===== config.mk =====
export PLATFORM = sky130hd
export DESIGN_NAME = nic_fifo
export DESIGN_NICKNAME = d
export VERILOG_FILES = /design/src/rtl/nic_fifo.sv
export SDC_FILE = /design/constraint.sdc
export NUM_CORES = 1
export LEC_CHECK = 0
export ABC_AREA = 1
export CAP_MARGIN = 20
export CORE_UTILIZATION = 59
export CTS_BUF_LIST = sky130_fd_sc_hd__clkbuf_8 sky130_fd_sc_hd__clkbuf_16
export DETAILED_ROUTE_END_ITERATION = 6
export GPL_ROUTABILITY_DRIVEN = 0
export PLACE_DENSITY_LB_ADDON = 0.05
export SYNTH_ARGS = -nofsm -noshare
export SYNTH_HDL_FRONTEND = slang
export SYNTH_SLANG_ARGS = --single-unit

===== constraint.sdc =====
create_clock -name clk -period 7.35 [get_ports clk]
set_input_delay 2.205 -clock clk [delete_from_list [all_inputs] [get_ports clk]]
set_output_delay 2.205 -clock clk [all_outputs]
set_load 0.1 [all_outputs]

===== src/rtl/nic_fifo.sv =====
`default_nettype none
// ============================================================================
//  Module      : nic_fifo
//  Description : Network interface controller. It sits between a processor's
//                load/store register path and a router port, and buffers each
//                direction in its own DEPTH-entry FIFO.
//
//                Ports use big-endian bit order: index 0 is the MSB and
//                index N-1 is the LSB. Bit 0 of a packet is the
//                virtual-channel (VC) bit.
//
//                Processor register map (addr):
//                  00 out-data  : a store pushes the outbound FIFO; a load
//                                 returns zero
//                  01 out-status: {0.., out_cnt, out_full}
//                  10 in-data   : a load returns the inbound head and pops it
//                  11 in-status : {0.., ovf, in_cnt, in_valid}; a load
//                                 clears the sticky ovf bit
//
//  Ports       : clk, reset (async, active-low)
//                addr, d_in, nicEn, nicWrEn, d_out   processor side
//                net_polarity, net_ro, net_so, net_do router outbound
//                net_si, net_ri, net_di               router inbound
//  Revision    : 1.0  initial release
// ============================================================================
module nic_fifo #(
    parameter int DATA_WIDTH = 64,
    parameter int DEPTH      = 4
) (
    input  logic                  clk,
    input  logic                  reset,
    input  logic [0:1]            addr,
    input  logic [0:DATA_WIDTH-1] d_in,
    input  logic                  nicEn,
    input  logic                  nicWrEn,
    output logic [0:DATA_WIDTH-1] d_out,
    input  logic                  net_polarity,
    input  logic                  net_ro,
    output logic                  net_so,
    output logic [0:DATA_WIDTH-1] net_do,
    input  logic                  net_si,
    output logic                  net_ri,
    input  logic [0:DATA_WIDTH-1] net_di
);

    localparam int CNT_W = $clog2(DEPTH) + 1;
    localparam int PTR_W = $clog2(DEPTH);

    localparam logic [CNT_W-1:0] c_CNT_ONE  = CNT_W'(1);
    localparam logic [CNT_W-1:0] c_CNT_FULL = CNT_W'(DEPTH);
    localparam logic [PTR_W-1:0] c_PTR_ONE  = PTR_W'(1);

    localparam logic [0:1] c_ADDR_OUT_DATA = 2'b00;
    localparam logic [0:1] c_ADDR_OUT_STAT = 2'b01;
    localparam logic [0:1] c_ADDR_IN_DATA  = 2'b10;
    localparam logic [0:1] c_ADDR_IN_STAT  = 2'b11;

    // ------------------------------------------------------------------
    // State
    // ------------------------------------------------------------------
    logic [0:DATA_WIDTH-1] r_out_mem [DEPTH];
    logic [PTR_W-1:0]      r_out_rd;
    logic [PTR_W-1:0]      r_out_wr;
    logic [CNT_W-1:0]      r_out_cnt;

    logic [0:DATA_WIDTH-1] r_in_mem [DEPTH];
    logic [PTR_W-1:0]      r_in_rd;
    logic [PTR_W-1:0]      r_in_wr;
    logic [CNT_W-1:0]      r_in_cnt;

    logic                  r_ovf;

    // ------------------------------------------------------------------
    // Decode and FIFO status
    // ------------------------------------------------------------------
    logic                  w_store;
    logic                  w_load;
    logic                  w_out_full;
    logic                  w_out_nempty;
    logic                  w_in_valid;
    logic                  w_in_full;
    logic [0:DATA_WIDTH-1] w_out_head;
    logic [0:DATA_WIDTH-1] w_in_head;
    logic                  w_out_push;
    logic                  w_out_pop;
    logic                  w_in_push;
    logic                  w_in_pop;
    logic                  w_ovf_evt;
    logic                  w_stat_rd;
    logic [0:DATA_WIDTH-1] w_out_stat;
    logic [0:DATA_WIDTH-1] w_in_stat;
    logic [0:DATA_WIDTH-1] w_dout;

    assign w_store      = nicEn & nicWrEn;
    assign w_load       = nicEn & ~nicWrEn;

    assign w_out_full   = (r_out_cnt == c_CNT_FULL);
    assign w_out_nempty = (r_out_cnt != '0);
    assign w_in_valid   = (r_in_cnt != '0);
    assign w_in_full    = (r_in_cnt == c_CNT_FULL);

    assign w_out_head   = r_out_mem[r_out_rd];
    assign w_in_head    = r_in_mem[r_in_rd];

    // Every accept decision looks at the pre-edge state only, so a full
    // FIFO refuses a push even in a cycle where it also pops.
    assign w_out_push   = w_store & (addr == c_ADDR_OUT_DATA) & ~w_out_full;
    assign w_out_pop    = net_so;
    assign w_in_push    = net_si & ~w_in_full;
    assign w_in_pop     = w_load & (addr == c_ADDR_IN_DATA) & w_in_valid;
    assign w_ovf_evt    = net_si & w_in_full;
    assign w_stat_rd    = w_load & (addr == c_ADDR_IN_STAT);

    // The router takes a word only while its polarity is opposite to the
    // head's VC bit.
    assign net_so = w_out_nempty & net_ro & (net_polarity != w_out_head[0]);
    assign net_do = w_out_nempty ? w_out_head : '0;
    assign net_ri = ~w_in_full;

    // Status words. The flag sits in the LSB and the count in the bits just
    // above it; the in-status word also carries ovf above the count.
    assign w_out_stat = {{(DATA_WIDTH-CNT_W-1){1'b0}}, r_out_cnt, w_out_full};
    assign w_in_stat  = {{(DATA_WIDTH-CNT_W-2){1'b0}}, r_ovf, r_in_cnt, w_in_valid};

    always_comb begin
        w_dout = '0;
        if (w_load) begin
            case (addr)
                c_ADDR_OUT_STAT: w_dout = w_out_stat;
                c_ADDR_IN_STAT:  w_dout = w_in_stat;
                c_ADDR_IN_DATA:  w_dout = w_in_valid ? w_in_head : '0;
                default:         w_dout = '0;
            endcase
        end
    end

    assign d_out = w_dout;

    // ------------------------------------------------------------------
    // FIFO storage. Memory contents are not reset; the pointers and counts
    // alone decide what is valid.
    // ------------------------------------------------------------------
    always_ff @(posedge clk) begin
        if (w_out_push) begin
            r_out_mem[r_out_wr] <= d_in;
        end
        if (w_in_push) begin
            r_in_mem[r_in_wr] <= net_di;
        end
    end

    // ------------------------------------------------------------------
    // Outbound pointers and count
    // ------------------------------------------------------------------
    always_ff @(posedge clk or negedge reset) begin
        if (!reset) begin
            r_out_rd  <= '0;
            r_out_wr  <= '0;
            r_out_cnt <= '0;
        end else begin
            if (w_out_push) begin
                r_out_wr <= r_out_wr + c_PTR_ONE;
            end
            if (w_out_pop) begin
                r_out_rd <= r_out_rd + c_PTR_ONE;
            end
            case ({w_out_push, w_out_pop})
                2'b10:   r_out_cnt <= r_out_cnt + c_CNT_ONE;
                2'b01:   r_out_cnt <= r_out_cnt - c_CNT_ONE;
                default: r_out_cnt <= r_out_cnt;
            endcase
        end
    end

    // ------------------------------------------------------------------
    // Inbound pointers, count and sticky overflow
    // ------------------------------------------------------------------
    always_ff @(posedge clk or negedge reset) begin
        if (!reset) begin
            r_in_rd  <= '0;
            r_in_wr  <= '0;
            r_in_cnt <= '0;
            r_ovf    <= 1'b0;
        end else begin
            if (w_in_push) begin
                r_in_wr <= r_in_wr + c_PTR_ONE;
            end
            if (w_in_pop) begin
                r_in_rd <= r_in_rd + c_PTR_ONE;
            end
            case ({w_in_push, w_in_pop})
                2'b10:   r_in_cnt <= r_in_cnt + c_CNT_ONE;
                2'b01:   r_in_cnt <= r_in_cnt - c_CNT_ONE;
                default: r_in_cnt <= r_in_cnt;
            endcase
            // A new overflow outranks the clear-on-read of the in-status word.
            if (w_ovf_evt) begin
                r_ovf <= 1'b1;
            end else if (w_stat_rd) begin
                r_ovf <= 1'b0;
            end
        end
    end

endmodule
`default_nettype wire


==> flow_metrics.py <==
metrics = {
    "run_status": {
        "status": "finished, final reports clean",
    },
    "finish": {
        "layout_common_cells": "edfxtp_1, nor2_1, o21ai_0, clkdlybuf4s50_1, a21oi_1",
        "nNetsFinal": 2045,
        "syn_to_final_growth_pct": 21.15,
        "final_common_cell": "edfxtp_1",
        "drive_above_1_share_pct": 10.12,
    },
    "grt": {
        "antenna_found_initial": 6,
        "grt_usage_pct": 25.19,
        "grt_overflow": 0,
        "grt_pass1_wl_um": 69390,
        "grt_max_degree": 88,
        "grt_pass1_vias": 12760,
    },
    "cts": {
        "cts-buffers-inserted": 51,
        "cts_num_sinks": 527,
        "root_buffer": "clkbuf_16",
        "cts_resized": 0,
        "post_cts_buffers": 0,
        "cts_hold_buf": 0,
        "clock_path_buffers": 3,
        "insertion_delay_ns": 0.55,
        "clkTransAtPathRegs_ns": 0.06,
        "cts_tree": "done",
        "htree_levels": 2,
    },
    "yosys": {
        "syn-num-nets": 1797,
        "netlist_area_sq_um": 20830,
        "synth_top_area_share_pct": 73.81,
        "yosysTopAreaCell": "edfxtp_1",
        "ys_seq_area_share_pct": 75.61,
        "synth_compound_area_share_pct": 9.484,
        "syn_avg_cell_area_sq_um": 12.64,
        "synth_top_family_by_area": "simple AND/OR/NAND/NOR gates",
        "synth.distinct_cells": 28,
        "ys_top_cells_by_area": "edfxtp_1, nor2_1, o21ai_0, a21oi_1, dfrtp_1",
        "synthSimpleGateAreaFrac_pct": 10.87,
        "synth-adder-area-share_pct": 0.7928,
        "synth_cells": 1648,
        "synth_mux_area_share_pct": 0,
        "synth_xor_area_share_pct": 0.2943,
        "yosys_warnings": 0,
        "synth_seq_cells": 527,
    },
    "hold_path": {
        "whs_path_depth": 1,
        "min_to": "r_out_cnt[0]",
        "hold_path_class": "flop to flop",
        "min-delay-start": "r_out_cnt[0]",
    },
    "timing": {
        "finClkSkew_ns": 0.01487,
        "fmax_ghz": 0.1608,
        "hold_ws_ns": 0.4765,
        "final-max-slew-violation-count": 0,
        "period_needed_ns": 6.219,
        "max_slew_margin_pct": 27.07,
        "tightest_slew_ns": 1.090,
        "fin_crit_sh_pct": 84.61,
        "finalSetupViolCount": 0,
        "rsz0062_at_grt": "false",
        "fin_tns_setup_ns": 0,
        "hold_viol": 0,
    },
    "route": {
        "firstDrtPassIters": 5,
        "avgViaCountPerCell": 5.474,
        "via_count": 13110,
        "drtAntennaViolNets": 0,
        "drt_iter0_drc": 1059,
        "post_drt_wl_per_cell_um": 18.77,
        "wl_um": 44960,
        "drc": 0,
    },
    "worst_setup_path": {
        "path_class": "flop to primary output",
        "path_max_fanout": 67,
        "cp_cell_sequence": "inv_2, buf_4, o21ai_0, a21oi_1, clkdlybuf4s50_1",
        "end_kind": "primary output",
        "worstRegToRegCells": 14,
        "critical_path.startpoint_type": "flop",
        "timing.rr.start": "r_out_rd[0]",
        "cpPeakStageDelay_ns": 1.22,
        "r2r_end": "r_out_cnt[2]",
        "cpLargestDelayFamily": "buffers and inverters",
        "r2r_slack_ns": 3.78,
        "cp_slowest_cell": "clkdlybuf4s50_1",
        "startpoint": "r_out_rd[0]",
        "cp_num_buf_inv": 3,
        "arrival_ns": 4.01,
        "required_ns": 5.14,
    },
    "pwr": {
        "power.internal_mw": 6.106,
        "p_sw_mw": 5.102,
        "p_clk_share_pct": 20.7,
        "power_frac_seq_pct": 34.5,
        "power.density_nw_per_um2": 444.1,
        "share_comb_of_total_power_pct": 44.9,
        "ir_worst_vdd_mv": 0.4293,
        "p_sw_share_pct": 45.52,
        "power.leakage_nw": 8.764,
    },
    "floorplanning": {
        "placementRows": 68,
        "io_pins": 267,
        "fp.dieArea_sq_um": 36060,
        "die-width_um": 189.9,
        "core_sq_um": 34630,
        "start_util_pct": 60.16,
        "chipHeight_um": 189.9,
    },
    "placed_design": {
        "io_buffers": 266,
        "dpl.hpwl_um": 25770,
    },
    "flow_run": {
        "drv_cap": 0,
    },
}
synth_stat cells (all sizes together):
cell type,n
xnor2,2
xor2,5
nand4,1
dfrtp,15
nand2,44
fa,2
buf,64
o22ai,4
edfxtp,512
inv,36
ha,10
or2,1
nor3,1
o21ai,254
nand3,21
clkbuf,33
nor2,515
a21oi,127
a31oi,1
worst register-to-register path: stages (launching register included):
cell and delay [ns]:
dfrtp_4 0.77, inv_2 0.58, buf_4 0.46, nand2_1 0.13, nand3_2 0.09, nand2_1 0.11
nand2_1 0.10, nand3_1 0.11, inv_1 0.10, ha_1 0.15, inv_1 0.07, fa_1 0.37
a21oi_1 0.14, o21ai_0 0.11, xor2_1 0.15
metal layers:
layer	share of wire, %	wire (um)	GRT usage (%)	vias to the layer above
li1	-	-	-	6323
met3	8.2	3670	5.608	76
met5	0.082	37	0	-
met4	2.7	1193	8.964	6
met2	48	21680	40.33	438
met1	41	18380	34.25	6268
worst max path at each step:
stage	to	slack [ns]	depth (start not counted)
floorplan	d_out[11]	0.82	7
global placement	d_out[48]	0.99	7
detailed placement	d_out[40]	0.82	7
CTS	d_out[40]	0.83	7
global route	net_do[0]	0.91	7
finish	net_do[39]	1.13	5
logic make-up (layout without fill, tap and decap cells):
group                    Yosys count  after routing
AND/OR/NAND/NOR                  583            583
flip-flops                       527            527
AO/OA/AOI/OAI                    386            386
buffers and inverters            133            421
adder cells (fa/ha/maj)           12             12
XOR/XNOR                           7              7
other                              0              4
area by class of cell:
type | count | area, sq um
clock buffers | 53 | 1326
clock inverters | 40 | 170.2
diodes | 4 | 10.01
multi-input cells | 988 | 4527
flip-flops and latches | 527 | 15760
inverters | 36 | 135.1
repair buffers | 292 | 2740
fillers | 2311 | 9390
well taps | 455 | 569.3
registers in the layout (all words and copies together), names as in the netlist:
register / flops
r_out_cnt: 3
r_in_cnt: 3
r_out_rd: 2
r_out_mem: 256
r_ovf: 1
r_out_wr: 2
r_in_wr: 2
r_in_rd: 2
r_in_mem: 256
power groups by stage:
stage | Combinational (mW) | Clock, mW | Sequential (mW)
global route | 5.35 | 2.48 | 3.90
global placement | 5.02 | 0 | 3.91
CTS | 5.05 | 2.36 | 3.87
floorplan | 3.91 | 0 | 3.84
detailed placement | 5.04 | 0 | 3.93
finish | 5.03 | 2.32 | 3.87
through the flow:
stage	cells	power, mW	setup WS [ns]	util (%)	cell area [sq um]
CTS	2389	11.28	0.8275	72.72	25180
global placement	2296	8.931	0.9863	68.40	23680
floorplan	1648	7.751	0.8223	-	20830
global route	2393	11.73	0.9080	72.87	25230
finish	2395	11.21	1.131	72.88	25240
detailed placement	2296	8.961	0.8217	68.40	23680
No activity file was read; power rests on OpenSTA's default activity.
